<file path="config.mk">
export PLATFORM = sky130hd
export DESIGN_NAME = div_unit
export DESIGN_NICKNAME = d
export VERILOG_FILES = /design/src/rtl/div_unit_pkg.sv /design/src/rtl/div_step.sv /design/src/rtl/div_unit.sv
export SDC_FILE = /design/constraint.sdc
export NUM_CORES = 1
export LEC_CHECK = 0
export CELL_PAD_IN_SITES_DETAIL_PLACEMENT = 2
export CELL_PAD_IN_SITES_GLOBAL_PLACEMENT = 2
export CORE_ASPECT_RATIO = 2
export CORE_MARGIN = 2
export CORE_UTILIZATION = 34
export DETAILED_ROUTE_END_ITERATION = 7
export GPL_ROUTABILITY_DRIVEN = 0
export PLACE_DENSITY = 0.85
export SETUP_SLACK_MARGIN = 0.1
export SLEW_MARGIN = 5
export SYNTH_ARGS = -nofsm -noshare
export SYNTH_HDL_FRONTEND = slang
export SYNTH_SLANG_ARGS = --single-unit
</file>
<file path="constraint.sdc">
create_clock -name clk -period 5.8 [get_ports clk]
set_input_delay 1.16 -clock clk [delete_from_list [all_inputs] [get_ports clk]]
set_output_delay 1.16 -clock clk [all_outputs]
set_load 0.1 [all_outputs]
</file>
<file path="src/rtl/div_unit_pkg.sv">
// rtl/div_unit_pkg.sv - shared state encodings and constants for the iterative divider
package div_unit_pkg;

    typedef enum logic [1:0] {
        DIV_IDLE = 2'b00,
        DIV_BUSY = 2'b01,
        DIV_DONE = 2'b10
    } div_state_t;

    localparam int   DIV_STEPS  = 32;
    localparam logic RST_ENABLE = 1'b1;

endpackage

</file>
<file path="src/rtl/div_step.sv">
// rtl/div_step.sv - one combinational radix-2 restoring division step
module div_step (
    input  logic [31:0] rem,
    input  logic [31:0] dvd,
    input  logic [31:0] dsr,
    output logic [31:0] rem_next,
    output logic [31:0] dvd_next
);

    logic [32:0] partial;
    logic [32:0] diff;

    assign partial = {rem, dvd[31]};
    assign diff    = partial - {1'b0, dsr};

    // rem < dsr is invariant, so a kept difference or a kept partial always fits in 32 bits
    always_comb begin
        rem_next = partial[31:0];
        dvd_next = {dvd[30:0], 1'b0};
        if (!diff[32]) begin
            rem_next = diff[31:0];
            dvd_next = {dvd[30:0], 1'b1};
        end
    end

endmodule

</file>
<file path="src/rtl/div_unit.sv">
// rtl/div_unit.sv - iterative 32-bit signed/unsigned divider producing LO (quotient) and HI (remainder)
module div_unit
    import div_unit_pkg::*;
(
    input  logic        clk,
    input  logic        rst,
    input  logic        start_i,
    input  logic        signed_i,
    input  logic [31:0] dividend_i,
    input  logic [31:0] divisor_i,
    input  logic        cancel_i,
    output logic        stall_o,
    output logic        valid_o,
    output logic [31:0] quotient_o,
    output logic [31:0] remainder_o
);

    div_state_t  state, state_nxt;
    logic [5:0]  cnt;
    logic [31:0] rem, dvd, dsr, raw_dvd;
    logic        neg_q, neg_r, dbz;
    logic [31:0] step_rem, step_dvd;
    logic [31:0] q_fix, r_fix;
    logic        take, last;

    function automatic logic [31:0] neg32(input logic [31:0] x);
        return ~x + 32'd1;
    endfunction

    function automatic logic [31:0] abs32(input logic [31:0] x, input logic sgn);
        return (sgn && x[31]) ? neg32(x) : x;
    endfunction

    div_step u_step (
        .rem      (rem),
        .dvd      (dvd),
        .dsr      (dsr),
        .rem_next (step_rem),
        .dvd_next (step_dvd)
    );

    assign take    = (state == DIV_IDLE) && start_i && !cancel_i;
    assign last    = (cnt == 6'(DIV_STEPS - 1));
    assign stall_o = take || (state == DIV_BUSY);
    assign valid_o = (state == DIV_DONE) && !cancel_i;

    // INT_MIN / -1 needs no special case: the magnitude path yields 0x8000_0000 either way
    assign q_fix = dbz ? 32'hFFFF_FFFF : (neg_q ? neg32(step_dvd) : step_dvd);
    assign r_fix = dbz ? raw_dvd       : (neg_r ? neg32(step_rem) : step_rem);

    always_comb begin
        state_nxt = state;
        case (state)
            DIV_IDLE: if (take) state_nxt = DIV_BUSY;
            DIV_BUSY: begin
                if (cancel_i)  state_nxt = DIV_IDLE;
                else if (last) state_nxt = DIV_DONE;
            end
            DIV_DONE: state_nxt = DIV_IDLE;
            default:  state_nxt = DIV_IDLE;
        endcase
    end

    always_ff @(posedge clk) begin
        if (rst == RST_ENABLE) begin
            state       <= DIV_IDLE;
            cnt         <= 6'd0;
            rem         <= 32'd0;
            dvd         <= 32'd0;
            dsr         <= 32'd0;
            raw_dvd     <= 32'd0;
            neg_q       <= 1'b0;
            neg_r       <= 1'b0;
            dbz         <= 1'b0;
            quotient_o  <= 32'd0;
            remainder_o <= 32'd0;
        end else begin
            state <= state_nxt;
            if (take) begin
                cnt     <= 6'd0;
                rem     <= 32'd0;
                dvd     <= abs32(dividend_i, signed_i);
                dsr     <= abs32(divisor_i, signed_i);
                raw_dvd <= dividend_i;
                neg_q   <= signed_i && (dividend_i[31] ^ divisor_i[31]);
                neg_r   <= signed_i && dividend_i[31];
                dbz     <= (divisor_i == 32'd0);
            end else if (state == DIV_BUSY && !cancel_i) begin
                rem <= step_rem;
                dvd <= step_dvd;
                cnt <= cnt + 6'd1;
                if (last) begin
                    quotient_o  <= q_fix;
                    remainder_o <= r_fix;
                end
            end
        end
    end

endmodule
</file>
==> results of run 1 <==
kinds of logic (layout without fill, tap and decap cells):
logic type / count (synthesis) / count (layout)
XOR/XNOR: 136 / 136
AO/OA/AOI/OAI: 514 / 514
multiplexers: 31 / 31
flip-flops: 203 / 203
adder cells (fa/ha/maj): 38 / 38
AND/OR/NAND/NOR: 597 / 597
buffers and inverters: 167 / 245
layout make-up:
class / count / area [um2]
tap: 459 / 574.3
clock inverter: 5 / 31.28
fill: 4256 / 22080
multi-input combinational: 1316 / 8202
sequential: 203 / 4065
timing repair buffer: 154 / 1486
clock buffer: 31 / 633.1
inverter: 55 / 209.0
cell usage in the layout, fill, tap and decap left out, drive strengths merged, types with 9 or more instances in the layout:
cell	n
nand2	229
dfxtp	203
nor2	169
a21oi	153
clkdlybuf4s50	132
o21ai	109
xor2	86
a211oi	72
inv	56
xnor2	50
nor3	40
ha	37
a311oi	33
clkbuf	31
mux2i	28
or3	27
o31ai	26
nand3	26
and3	23
buf	22
a21o	15
a31oi	15
o211ai	13
o41ai	13
or4	12
nand3b	11
and2	10
nor4	9
nand2b	9
nand4	9
worst min-delay path by stage:
stage               slack (ns)                       end  cells after the start
finish                    0.46   raw_dvd[5]$_SDFFE_PP0P_                      2
global route              0.48   raw_dvd[5]$_SDFFE_PP0P_                      2
CTS                       0.46  raw_dvd[20]$_SDFFE_PP0P_                      2
detailed placement        0.45  raw_dvd[17]$_SDFFE_PP0P_                      2
global placement          0.44  raw_dvd[22]$_SDFFE_PP0P_                      2
floorplan                 0.43  raw_dvd[17]$_SDFFE_PP0P_                      2
registers in the layout, summed over array words and instances (netlist names):
signal       flops
cnt              6
dbz              1
dsr             32
dvd             32
neg_q            1
neg_r            1
quotient_o      32
raw_dvd         32
rem             32
remainder_o     32
state            2
power by group through the flow:
stage | clock, mW | combinational, mW | sequential, mW
global route | 1.44 | 1.36 | 1.50
finish | 1.36 | 1.26 | 1.49
CTS | 1.39 | 1.26 | 1.49
global placement | 0 | 1.19 | 1.52
detailed placement | 0 | 1.23 | 1.52
floorplan | 0 | 0.820 | 1.51
metal layers:
metal | up-vias | GRT usage [%]
met1 | 6611 | 26.73
met5 | - | 0
met4 | 0 | 22.31
met3 | 149 | 2.239
met2 | 273 | 53.10
li1 | 6160 | -
worst reg2reg max path, stage by stage, from the launching register on:
cell      delay [ns]
dfxtp_1         0.35
ha_1            0.47
a211oi_2        0.31
o211ai_1        0.15
a221o_1         0.36
or3_1           0.38
o211a_2         0.34
inv_4           0.37
ha_1            0.30
nand3b_1        0.13
or4_1           0.57
or2_2           0.39
nand2b_1        0.18
o21ai_0         0.21
xor2_1          0.18
a21oi_1         0.09
stage by stage:
step / setup slack (ns) / utilization [%]
floorplan: 1.283 / -
global placement: 1.006 / 38.99
detailed placement: 0.8530 / 38.99
CTS: 0.8294 / 40.77
global route: 0.4809 / 40.77
finish: 0.8416 / 40.77
==> flow_summary.yaml, run 1 <==
floorplan:
  core-area_um2: 37290
  rows: 100
  ioPinCount: 135
  die_w_um: 141.7
  initial_core_util_pct: 34.58
  fp.dieH_um: 279.4
  die_area_um2: 39590
grt:
  grtUsageTotal_pct: 27.82
  first_global_vias: 14750
  grt_pass1_wl_mm: 85.70
  antenna_found_initial: 0
  overflow: 0
  grt_max_degree: 72
clock_tree:
  ctsHoldBuffers: 0
  clock_sinks: 203
  h-tree-depth: 1
  clk_pin_slew_worst_paths_ns: 0.07
  clock_path_buffers: 3
  ctsRootBufferMaster: "clkbuf_16"
  cts_resized: 0
  post-cts-setup-buffer-count: 0
  cts-buffers-inserted: 21
  worstSkewPairLatency_ns: 0.53
  cts_tree: "done"
final_layout:
  diodes: 0
  layout.cells.non_filler: 2223
  num-nets-final: 1858
  fin_area_um2: 15200
  area_growth_pct: 17.89
  drive_above_1_share_pct: 5.442
placed_design:
  hpwl_mm: 41.79
  io_buffers: 134
  place_area_um2: 14540
  place_inst: 2187
logic_synthesis:
  async_flop_share_pct: 0
  synth-main-ff-cell: "dfxtp_1"
  synthSimpleGateAreaFrac_pct: 21.43
  avgSynthCellArea_um2: 7.647
  post-synth-top-count-cell: "nand2_1"
  synth_top_area_cell: "dfxtp_1"
  synth_cell_types: 82
  synth-edff-count: 0
  synth_compound_area_share_pct: 26.39
  synthMuxAreaShare_pct: 2.552
  synthAdderAreaFrac_pct: 3.746
  synth_nets: 1793
  synth_top_family_by_area: "compound AO/OA/AOI/OAI gates"
  ys_ff_latch: 203
  synth_top_area_share_pct: 31.52
  yosysWarnings: 0
  synth_cells: 1686
  synth_xor_area_share_pct: 9.238
  seq_area_frac_synth_pct: 31.52
  synthTopCellsByCount: "nand2_1, dfxtp_1, nor2_1, a21oi_1, o21ai_0"
  synthTopCellsByArea: "dfxtp_1, nand2_1, a21oi_1"
  synth_area_um2: 12890
critical_path:
  crit_path_max_incr_delay_ns: 0.57
  path_cells: "ha_1 -> a211oi_2 -> o211ai_1 -> a221o_1 -> or3_1 -> o211a_2 -> inv_4 -> ha_1 -> nand3b_1 -> or4_1 -> or2_2 -> nand2b_1 -> o21ai_0 -> xor2_1 -> a21oi_1"
  critPathKind: "reg2reg"
  rrSetupSlack_ns: 0.84
  r2r-end: "quotient_o[28]$_SDFFE_PP0P_"
  critPathMaxFanout: 36
  cp_common_cell: "ha_1"
  cpMaxStageDelayCell: "or4_1"
  rr_startpoint: "rem[24]$_SDFFE_PP0P_"
  arrival_ns: 5.31
  reg2reg_depth: 15
  cp-start-kind: "register"
  endpoint: "quotient_o[28]$_SDFFE_PP0P_"
  worstPathRequired_ns: 6.15
  critPathBufInv: 1
  crit_start: "rem[24]$_SDFFE_PP0P_"
  path_delay_family: "simple AND/OR/NAND/NOR gates"
  endpoint_kind: "register"
  cp_num_cells: 15
routing:
  wl_mm: 55.36
  via_count: 13190
  ant_nets: 0
  wirelength_met1_mm: 19.09
  dr_wl_met3_mm: 1.159
  dr.pass1.iters: 5
  wl_per_cell_um: 24.90
  via_per_inst: 5.935
  drtIter0Drc: 551
  met2WireLength_mm: 30.01
  top_layer: "met4"
  drcViolationCount: 0
timing:
  holdWs_ns: 0.4618
  worstMarginPinSlew_ns: 1.209
  max_clock_freq_mhz: 201.7
  period_share_pct: 85.49
  fin_skew_ns: 0.02180
  drv_slew: 0
  setup_viol: 0
  post-route-min-period_ns: 4.958
  finalHoldViolations: 0
  rsz0062_at_grt: "no"
  slew_headroom_pct: 18.37
  tns_ns: 0
pwr:
  p_sw_mw: 1.487
  power_frac_seq_pct: 36.3
  power.total_mw: 4.121
  pwr-share-clk_pct: 33.1
  p_int_mw: 2.634
  p_leak_nw: 5.485
  peakVddDrop_v: 0.0002324
  power_density_nw_per_um2: 271.1
  pwr-share-comb_pct: 30.7
  p_sw_share_pct: 36.08
run:
  cap_violations: 0
min_path:
  hold_path_class: "reg2reg"
  min-delay-start: "raw_dvd[5]$_SDFFE_PP0P_"
status:
  status: "complete, no violations"
(Power assumes the default switching activity.)
==> run 2: changes to the inputs <==
--- a/config.mk
+++ b/config.mk
@@ -5,14 +5,15 @@
 export SDC_FILE = /design/constraint.sdc
 export NUM_CORES = 1
 export LEC_CHECK = 0
+export ABC_AREA = 1
 export CELL_PAD_IN_SITES_DETAIL_PLACEMENT = 2
 export CELL_PAD_IN_SITES_GLOBAL_PLACEMENT = 2
 export CORE_ASPECT_RATIO = 2
 export CORE_MARGIN = 2
-export CORE_UTILIZATION = 34
+export CORE_UTILIZATION = 29
 export DETAILED_ROUTE_END_ITERATION = 7
 export GPL_ROUTABILITY_DRIVEN = 0
-export PLACE_DENSITY = 0.85
+export PLACE_DENSITY = 0.8
 export SETUP_SLACK_MARGIN = 0.1
 export SLEW_MARGIN = 5
 export SYNTH_ARGS = -nofsm -noshare
==> flow_summary.yaml, run 2 <==
clock_tree:
  h-tree-depth: 1
  clock_path_buffers: 3
  clk_pin_slew_worst_paths_ns: 0.07
  worstSkewPairLatency_ns: 0.53
  post-cts-setup-buffer-count: 0
  cts-buffers-inserted: 22
  cts_resized: 0
  ctsHoldBuffers: 0
  clock_sinks: 203
  cts_tree: "done"
  ctsRootBufferMaster: "clkbuf_16"
critical_path:
  cpMaxStageDelayCell: "fa_1"
  worstPathRequired_ns: 6.22
  cp-start-kind: "register"
  crit_path_max_incr_delay_ns: 0.46
  critPathMaxFanout: 5
  reg2reg_depth: 28
  arrival_ns: 5.43
  critPathKind: "reg2reg"
  endpoint_kind: "register"
routing:
  drtIter0Drc: 558
  via_count: 15970
  drcViolationCount: 0
  dr.pass1.iters: 4
  wl_mm: 66.56
  ant_nets: 0
  via_per_inst: 5.274
  wl_per_cell_um: 21.99
final_layout:
  layout_common_cells: "nand2_1, inv_1, dfxtp_1, nor2_1, a21oi_1"
  area_growth_pct: 18.75
  num-fill-cells: 6062
  layout.cells.non_filler: 3027
  fin_area_um2: 16720
  num-nets-final: 2480
  fin_util_pct: 34.68
  final_common_cell: "nand2_1"
  diodes: 0
  drive_above_1_share_pct: 6.279
  seqCellArea_um2: 4064
  multi_input_area_um2: 8209
min_path:
  hold_path_depth: 2
  hold_path_class: "reg2reg"
timing:
  period_share_pct: 86.39
  post-route-min-period_ns: 5.011
  drv_slew: 0
  fin_skew_ns: 0.01131
  tns_ns: 0
  slew_headroom_pct: 26.10
  worstMarginPinSlew_ns: 1.098
  setup_viol: 0
  finalHoldViolations: 0
  max_clock_freq_mhz: 199.6
  rsz0062_at_grt: "no"
placed_design:
  hpwl_mm: 53.03
  place_inst: 2987
  io_buffers: 134
  place_area_um2: 15960
logic_synthesis:
  synth_cell_types: 53
  synthSimpleGateAreaFrac_pct: 31.45
  synth_top_family_by_area: "simple AND/OR/NAND/NOR gates"
  yosysWarnings: 0
  synthAdderAreaFrac_pct: 3.431
  synth-main-ff-cell: "dfxtp_1"
  synth_cells: 2290
  synth_top_area_share_pct: 28.87
  synth_top_area_cell: "dfxtp_1"
  synthTopCellsByCount: "nand2_1, inv_1, dfxtp_1, nor2_1, a21oi_1"
  ys_ff_latch: 203
  avgSynthCellArea_um2: 6.147
  synthMuxAreaShare_pct: 0
  synth_compound_area_share_pct: 20.18
  seq_area_frac_synth_pct: 28.87
  synth-edff-count: 0
  post-synth-top-count-cell: "nand2_1"
  async_flop_share_pct: 0
  synth_area_um2: 14080
  synth_nets: 2397
  synthTopCellsByArea: "dfxtp_1, nand2_1, inv_1"
  synth_xor_area_share_pct: 3.173
pwr:
  peakVddDrop_v: 0.0002060
  p_leak_nw: 7.910
  power_density_nw_per_um2: 275.4
  power.total_mw: 4.604
grt:
  first_global_vias: 18350
  grt_max_degree: 67
  grt_pass1_wl_mm: 102.9
  antenna_found_initial: 0
  overflow: 0
  grtUsageTotal_pct: 26.17
floorplan:
  ioPinCount: 135
  initial_core_util_pct: 29.20
  die_area_um2: 50430
  fp.dieH_um: 315.6
  die_w_um: 159.8
  rows: 114
  core-area_um2: 48210
run:
  cap_violations: 0
status:
  status: "complete, no violations"
[run 2: worst max-delay path, delay by kind of cell (launching register included)]
family | cells | cell delay [ns]
buffers and inverters | 4 | 0.35
AND/OR/NAND/NOR | 17 | 2.45
flip-flops | 1 | 0.35
XOR/XNOR | 1 | 0.18
AO/OA/AOI/OAI | 3 | 0.73
adder cells (fa/ha/maj) | 3 | 0.83
[run 2: stage by stage]
step	hold WS, ns	worst slack, ns
floorplan	0.4230	1.636
global placement	0.4546	0.9698
detailed placement	0.4526	0.7361
CTS	0.4710	0.8395
global route	0.4963	0.3593
finish	0.4670	0.7893
[run 2: routing by layer]
layer	GRT usage, %	vias to the layer above	wire length [um]
li1	-	7574	-
met1	23.67	7914	22490
met2	53.26	301	37040
met3	1.994	176	1417
met4	19.51	0	5613
met5	0	-	0
[run 2: area by class of cell]
type	instances	share of cell area [%]
clock buffers	28	3.795
repair buffers	154	8.951
well taps	638	4.775
inverters	372	8.353
multi-input cells	1620	49.11
flip-flops and latches	203	24.31
clock inverters	12	0.7110
[run 2: logic make-up after synthesis]
kind of cell,count (synthesis)
AO/OA/AOI/OAI,490
XOR/XNOR,51
adder cells (fa/ha/maj),38
buffers and inverters,467
flip-flops,203
AND/OR/NAND/NOR,1041
[run 2: power by group]
part           switching (mW)  total (mW)  leakage, nW  internal (mW)
Clock                   0.661        1.53        0.373          0.865
Combinational            1.14        1.59         5.88          0.446
Sequential             0.0444        1.49         1.65           1.45
[run 2: worst paths after layout]
check                     startpoint                          end  slack (ns)
max             dvd[31]$_SDFFE_PP0P_  quotient_o[28]$_SDFFE_PP0P_        0.79
min          raw_dvd[3]$_SDFFE_PP0P_      raw_dvd[3]$_SDFFE_PP0P_        0.47
max reg2reg     dvd[31]$_SDFFE_PP0P_  quotient_o[28]$_SDFFE_PP0P_        0.79
min reg2reg  raw_dvd[3]$_SDFFE_PP0P_      raw_dvd[3]$_SDFFE_PP0P_        0.47
